### src/rtl/fpga_robots_game_keys_pkg.sv
// Shared constants for the robots-game keyboard front end: command bit indices,
// PS/2 set-2 prefix scancodes and the prefix-decoder state encoding.
package fpga_robots_game_keys_pkg;

  localparam int unsigned CMD_W    = 16;
  localparam int unsigned KEY_ID_W = 9;

  localparam int unsigned CMDB_NEWGAME  = 0;
  localparam int unsigned CMDB_DUMP     = 1;
  localparam int unsigned CMDB_TELEPORT = 2;
  localparam int unsigned CMDB_WAIT     = 3;
  localparam int unsigned CMDB_N        = 4;
  localparam int unsigned CMDB_NE       = 5;
  localparam int unsigned CMDB_E        = 6;
  localparam int unsigned CMDB_SE       = 7;
  localparam int unsigned CMDB_S        = 8;
  localparam int unsigned CMDB_SW       = 9;
  localparam int unsigned CMDB_W        = 10;
  localparam int unsigned CMDB_NW       = 11;

  localparam logic [7:0] SC_E0 = 8'hE0;
  localparam logic [7:0] SC_E1 = 8'hE1;
  localparam logic [7:0] SC_F0 = 8'hF0;

  typedef enum logic [2:0] {
    S_IDLE   = 3'd0,
    S_EXT    = 3'd1,
    S_BRK    = 3'd2,
    S_EXTBRK = 3'd3,
    S_SKIP   = 3'd4
  } ps2_state_e;

  function automatic logic [CMD_W-1:0] cmd_bit(input int unsigned idx);
    cmd_bit = 16'h0001 << idx;
  endfunction

endpackage

### src/rtl/fpga_robots_game_keys_if.sv
// Byte stream from the PS/2 receiver into the key decoder.
interface fpga_robots_game_keys_if;
  logic [7:0] ps2_byte;
  logic       ps2_stb;
  logic       ps2_err;

  modport master (output ps2_byte, output ps2_stb, output ps2_err);
  modport slave  (input  ps2_byte, input  ps2_stb, input  ps2_err);
endinterface

### src/rtl/fpga_robots_game_keys_keymap.sv
// Combinational {ext, code} -> one-hot command mask; zero means the key is unmapped.
module fpga_robots_game_keys_keymap
  import fpga_robots_game_keys_pkg::*;
(
  input  logic [KEY_ID_W-1:0] key_id_i,
  output logic [CMD_W-1:0]    mask_o
);

  // Key table; keypad arrows also accept their E0-prefixed cursor-key twins
  always_comb begin
    mask_o = 16'h0000;
    case (key_id_i)
      9'h006:         mask_o = cmd_bit(CMDB_NEWGAME);
      9'h007:         mask_o = cmd_bit(CMDB_DUMP);
      9'h02C:         mask_o = cmd_bit(CMDB_TELEPORT);
      9'h073:         mask_o = cmd_bit(CMDB_WAIT);
      9'h075, 9'h175: mask_o = cmd_bit(CMDB_N);
      9'h07D:         mask_o = cmd_bit(CMDB_NE);
      9'h074, 9'h174: mask_o = cmd_bit(CMDB_E);
      9'h07A:         mask_o = cmd_bit(CMDB_SE);
      9'h072, 9'h172: mask_o = cmd_bit(CMDB_S);
      9'h069:         mask_o = cmd_bit(CMDB_SW);
      9'h06B, 9'h16B: mask_o = cmd_bit(CMDB_W);
      9'h06C:         mask_o = cmd_bit(CMDB_NW);
      default:        mask_o = 16'h0000;
    endcase
  end

endmodule

### src/rtl/fpga_robots_game_keys.sv
// PS/2 set-2 byte stream -> one-cycle one-hot game commands with repeat suppression.
// Build option FPGA_ROBOTS_GAME_KEY_AUTOREPEAT_EN lets typematic repeats pulse too.
module fpga_robots_game_keys
  import fpga_robots_game_keys_pkg::*;
#(
  parameter int unsigned PAUSE_SKIP = 7
) (
  input  logic                     clk,
  input  logic                     rst,
  fpga_robots_game_keys_if.slave   ps2_if,
  output logic [CMD_W-1:0]         cmd_o,
  output logic                     dbg_o
);

  localparam int unsigned CNT_W = $clog2(PAUSE_SKIP + 1);

  ps2_state_e          state_q, state_d;
  logic [CNT_W-1:0]    cnt_q, cnt_d;
  logic [CMD_W-1:0]    cmd_q, cmd_d;
  logic [KEY_ID_W-1:0] held_id_q, held_id_d;
  logic                held_vld_q, held_vld_d;

  logic                key_ext_s;
  logic [KEY_ID_W-1:0] key_id_s;
  logic [CMD_W-1:0]    key_mask_s;
  logic                make_s;
  logic                brk_s;
  logic                repeat_s;

  assign key_ext_s = (state_q == S_EXT) || (state_q == S_EXTBRK);
  assign key_id_s  = {key_ext_s, ps2_if.ps2_byte};

  fpga_robots_game_keys_keymap u_keymap (
    .key_id_i (key_id_s),
    .mask_o   (key_mask_s)
  );

`ifdef FPGA_ROBOTS_GAME_KEY_AUTOREPEAT_EN
  assign repeat_s = 1'b0;
`else
  assign repeat_s = held_vld_q && (held_id_q == key_id_s);
`endif

  // Prefix decoder: tracks E0/F0/E1 and flags the final byte as make or break
  always_comb begin
    state_d = state_q;
    cnt_d   = cnt_q;
    make_s  = 1'b0;
    brk_s   = 1'b0;
    if (ps2_if.ps2_err) begin
      state_d = S_IDLE;
      cnt_d   = '0;
    end else if (ps2_if.ps2_stb) begin
      case (state_q)
        S_IDLE, S_EXT: begin
          if (ps2_if.ps2_byte == SC_E0) begin
            state_d = S_EXT;
          end else if (ps2_if.ps2_byte == SC_F0) begin
            state_d = (state_q == S_EXT) ? S_EXTBRK : S_BRK;
          end else if (ps2_if.ps2_byte == SC_E1) begin
            state_d = S_SKIP;
            cnt_d   = CNT_W'(PAUSE_SKIP);
          end else begin
            state_d = S_IDLE;
            make_s  = 1'b1;
          end
        end
        S_BRK, S_EXTBRK: begin
          if (ps2_if.ps2_byte == SC_E0) begin
            state_d = S_EXT;
          end else if (ps2_if.ps2_byte == SC_F0) begin
            state_d = state_q;
          end else begin
            state_d = S_IDLE;
            brk_s   = 1'b1;
          end
        end
        S_SKIP: begin
          cnt_d = cnt_q - CNT_W'(1);
          if (cnt_q <= CNT_W'(1)) begin
            state_d = S_IDLE;
          end else begin
            state_d = S_SKIP;
          end
        end
        default: begin
          state_d = S_IDLE;
          cnt_d   = '0;
        end
      endcase
    end else begin
      state_d = state_q;
    end
  end

  // Held-key tracking and command pulse generation
  always_comb begin
    cmd_d      = 16'h0000;
    held_id_d  = held_id_q;
    held_vld_d = held_vld_q;
    if (ps2_if.ps2_err) begin
      held_vld_d = 1'b0;
    end else if (make_s && (key_mask_s != 16'h0000)) begin
      if (repeat_s) begin
        cmd_d = 16'h0000;
      end else begin
        cmd_d = key_mask_s;
      end
      held_id_d  = key_id_s;
      held_vld_d = 1'b1;
    end else if (brk_s && held_vld_q && (held_id_q == key_id_s)) begin
      held_vld_d = 1'b0;
    end else begin
      held_vld_d = held_vld_q;
    end
  end

  // State and output registers
  always_ff @(posedge clk or posedge rst) begin
    if (rst) begin
      state_q    <= S_IDLE;
      cnt_q      <= '0;
      cmd_q      <= 16'h0000;
      held_id_q  <= 9'h000;
      held_vld_q <= 1'b0;
    end else begin
      state_q    <= state_d;
      cnt_q      <= cnt_d;
      cmd_q      <= cmd_d;
      held_id_q  <= held_id_d;
      held_vld_q <= held_vld_d;
    end
  end

  assign cmd_o = cmd_q;
  assign dbg_o = held_vld_q;

endmodule

### src/flat_wrapper.sv
// flat-port wrapper written by rule: the top's interface ports become plain ports
module fpga_robots_game_keys_flat import fpga_robots_game_keys_pkg::*;
#(
  parameter int unsigned PAUSE_SKIP = 7
)
  (clk, rst, cmd_o, dbg_o, ps2_if_ps2_byte, ps2_if_ps2_stb, ps2_if_ps2_err);
  fpga_robots_game_keys_if ps2_if_i ();
  input  logic clk;
  input  logic rst;
  output logic [CMD_W-1:0] cmd_o;
  output logic dbg_o;
  input wire logic [$bits(ps2_if_i.ps2_byte)-1:0] ps2_if_ps2_byte;
  input wire logic [$bits(ps2_if_i.ps2_stb)-1:0] ps2_if_ps2_stb;
  input wire logic [$bits(ps2_if_i.ps2_err)-1:0] ps2_if_ps2_err;
  assign ps2_if_i.ps2_byte = ps2_if_ps2_byte;
  assign ps2_if_i.ps2_stb = ps2_if_ps2_stb;
  assign ps2_if_i.ps2_err = ps2_if_ps2_err;
  fpga_robots_game_keys #(.PAUSE_SKIP(PAUSE_SKIP)) u_core (.clk(clk), .rst(rst), .ps2_if(ps2_if_i), .cmd_o(cmd_o), .dbg_o(dbg_o));
endmodule
### config.mk
export PLATFORM = sky130hd
export DESIGN_NAME = fpga_robots_game_keys_flat
export DESIGN_NICKNAME = d
export VERILOG_FILES = /design/src/rtl/fpga_robots_game_keys_pkg.sv /design/src/rtl/fpga_robots_game_keys_if.sv /design/src/rtl/fpga_robots_game_keys_keymap.sv /design/src/rtl/fpga_robots_game_keys.sv /design/src/flat_wrapper.sv
export SDC_FILE = /design/constraint.sdc
export NUM_CORES = 1
export LEC_CHECK = 0
export BUFFER_PORTS_ARGS = -buffer_cell sky130_fd_sc_hd__buf_4
export CAP_MARGIN = 20
export CORE_ASPECT_RATIO = 1.5
export CORE_MARGIN = 5
export CORE_UTILIZATION = 57
export CTS_BUF_LIST = sky130_fd_sc_hd__clkbuf_2
export DETAILED_ROUTE_END_ITERATION = 10
export GPL_ROUTABILITY_DRIVEN = 0
export HOLD_SLACK_MARGIN = 0.15
export PLACE_DENSITY = 0.81
export SYNTH_ARGS = -nofsm -noshare
export SYNTH_HDL_FRONTEND = slang
export SYNTH_SLANG_ARGS = --single-unit
### constraint.sdc
create_clock -name clk -period 2.84 [get_ports clk]
set_input_delay 0.71 -clock clk [delete_from_list [all_inputs] [get_ports clk]]
set_output_delay 0.71 -clock clk [all_outputs]
set_load 0.005 [all_outputs]
==> impl_metrics.ini <==
[clock_tree]
insertion_delay_ns = 0.37
cts_buffer_depth = 2
cts-root-buf = clkbuf_2
cts_setup_buffers = 0
post_cts_resized = 0
cts_max_level = 1
cts_buffers = 3
tritoncts = built
ctsHoldBuffers = 0
clk_pin_slew_ns = 0.27
cts.sinks = 28

[setup_path]
crit_path_end_kind = flop
crit_chain = buf_4, nand3b_4, or4b_1, o311a_1, o32a_1, buf_12, mux2_1
reg2regPathDepth = 6
rrSetupSlack_ns = 0.57
slowest_stage = or4b_1
worstPathArrival_ns = 2.62
crit_type = primary input to flop
r2r_end = u_core.held_id_q[5]
crit_fanout = 22
start_kind = primary input
crit_path_max_incr_delay_ns = 0.54
reg2reg_from = u_core.state_q[0]
required_ns = 3.14

[finish]
utilization_pct = 69.24
nets = 195
area_growth_pct = 15.24
diodes = 0
drive_above_1_share_pct = 26.11

[floorplan]
io_pins = 29
rows = 23
dieArea_mm2 = 0.004041
core_area_mm2 = 0.002705
die_y_um = 75.40
start_util_pct = 60.08
die_w_um = 53.60

[route]
ant_nets = 0
drtIter0Drc = 40
first_pass_iters = 4
num_vias = 1272
drcViolationCount = 0
routed_wl_mm = 3.560
avgRoutedWirePerCell_um = 16.41
viasPerCell = 5.862

[timing]
slew-limit-headroom_pct = 63.24
skew_ns = 0.004044
worst_pin_slew_ns = 0.5375
final_hold_viol_count = 0
fin_crit_ns = 2.320
drv_slew = 0
tns_ns = 0
finalCritPeriodShare_pct = 81.67
setup_viol = 0
fmax_ghz = 0.4311
rsz0062_at_grt = false

[pwr]
power_per_cell_area_mw_per_mm2 = 458.9
p_leak_uw = 0.0008329
peakVddDrop_mv = 0.2572

[synthesis]
postSynth.asyncResetShare_pct = 100.0
synthDominantCellAreaShare_pct = 43.11
syn-instance-count = 159
ys_seq_elements = 28
seq_area_frac_synth_pct = 43.11
synth_edf_count = 0
synth_common_cells = dfrtp_1, nand2_1, nor3_1, xnor2_1, nand2b_1
synth_area_leaders = dfrtp_1, xnor2_1, mux2_4
yosys_warnings = 0
synth-main-ff-cell = dfrtp_1
netlist_area_mm2 = 0.001625
synth_area_per_cell_um2 = 10.22
yosys.cell_count.top_type = dfrtp_1
yosys.area.top_type = dfrtp_1
ys_types = 46

[run]
max_cap_violations = 0

[status]
status = finished, final reports clean

[grt]
first_global_vias = 1280
grt_usage_pct = 19.75
antenna_found_initial = 0
grt_max_degree = 29
overflow = 0
grt_pass1_wl_mm = 5.899

[placement]
hpwl_mm = 2.653
portBuffers = 24

[min_path]
hp-class = primary input to async pin
sequential cells by signal, summed over array words and instances (netlist names):
signal            cells
u_core.cmd_o         12
u_core.cnt_q          3
u_core.state_q        3
u_core.dbg_o          1
u_core.held_id_q      9
through the flow:
stage          cells  hold WS, ns  cell area (um^2)  worst slack (ns)  power, uW
5_1_grt          217       0.3552              1873            0.5106      898.8
3_3_place_gp     213       0.4740              1828            0.1613      610.2
6_report         217       0.3395              1873            0.5205      859.5
3_5_place_dp     213       0.4768              1828           0.09548      620.9
4_1_cts          217       0.3462              1873            0.5318      862.8
2_1_floorplan    162       0.4556              1637            0.1992      576.2
worst max-delay path, delay by kind of cell:
kind	cells	cell delay (ns)
buffers and inverters	2	0.33
muxes	1	0.32
and+or+nand+nor	2	0.73
AOI/OAI and AO/OA	2	0.53
placed cells by master (no fill, tap or decap), drive strengths merged, types with 2 or more instances in the layout:
cell type and count:
conb 4, a21oi 6, nand4 3, nor4bb 2, nand3 4, inv 6
mux2 7, nand2 11, nor2 7, o32a 2, nand4b 2, nand3b 2
nor4b 3, nor4 6, clkbuf 3, buf 29, o21ai 7, dfrtp 28
xnor2 9, nor3b 2, ha 2, or3 2, nor3 9, nand2b 8
or2 2
logic make-up (layout without fill, tap and decap cells):
family          after synthesis  in the layout  synth area share (%)
compound gates               21             21                 8.622
xor+xnor                      9              9                 4.850
fa+ha+maj                     2              2                 1.539
buf+inv                      21             39                 6.620
flops                        28             28                 43.11
mux                           8              8                 6.620
other cells                   1              4                0.2307
simple gates                 69             69                 28.41
report_power, final:
part           total [uW]  internal (uW)  switching, uW
sequential            456            430           25.8
clock                 244            121            123
combinational         160           79.9           80.1
total                 859            631            228
layout make-up:
class / count / area (um^2)
clock buffers: 3 / 15.01
flip-flops and latches: 28 / 700.7
well taps: 37 / 46.29
clock inverters: 1 / 30.03
multi-input cells: 113 / 828.3
fillers: 240 / 832.0
repair buffers: 29 / 230.2
inverters: 6 / 22.52
worst max-delay path by stage:
stage / end / slack [ns] / from / depth (start not counted)
finish: u_core.held_id_q[5] / 0.52 / ps2_if_ps2_byte[2] / 7
global route: u_core.held_id_q[5] / 0.51 / u_core.state_q[0] / 6
CTS: u_core.held_id_q[5] / 0.53 / ps2_if_ps2_byte[2] / 7
detailed placement: u_core.held_id_q[5] / 0.1 / ps2_if_ps2_byte[2] / 7
global placement: u_core.held_id_q[5] / 0.16 / ps2_if_ps2_byte[2] / 7
floorplan: u_core.held_id_q[0] / 0.20 / ps2_if_ps2_byte[2] / 7
per-layer routing:
| metal | routed length [um] | global-route usage, % |
|---|---|---|
| met4 | 147 | 11.08 |
| met1 | 1358 | 22.82 |
| met2 | 1861 | 33.83 |
| met5 | 0 | 0 |
| met3 | 192 | 3.523 |
Note: power is estimated with default switching activity, not from simulation.
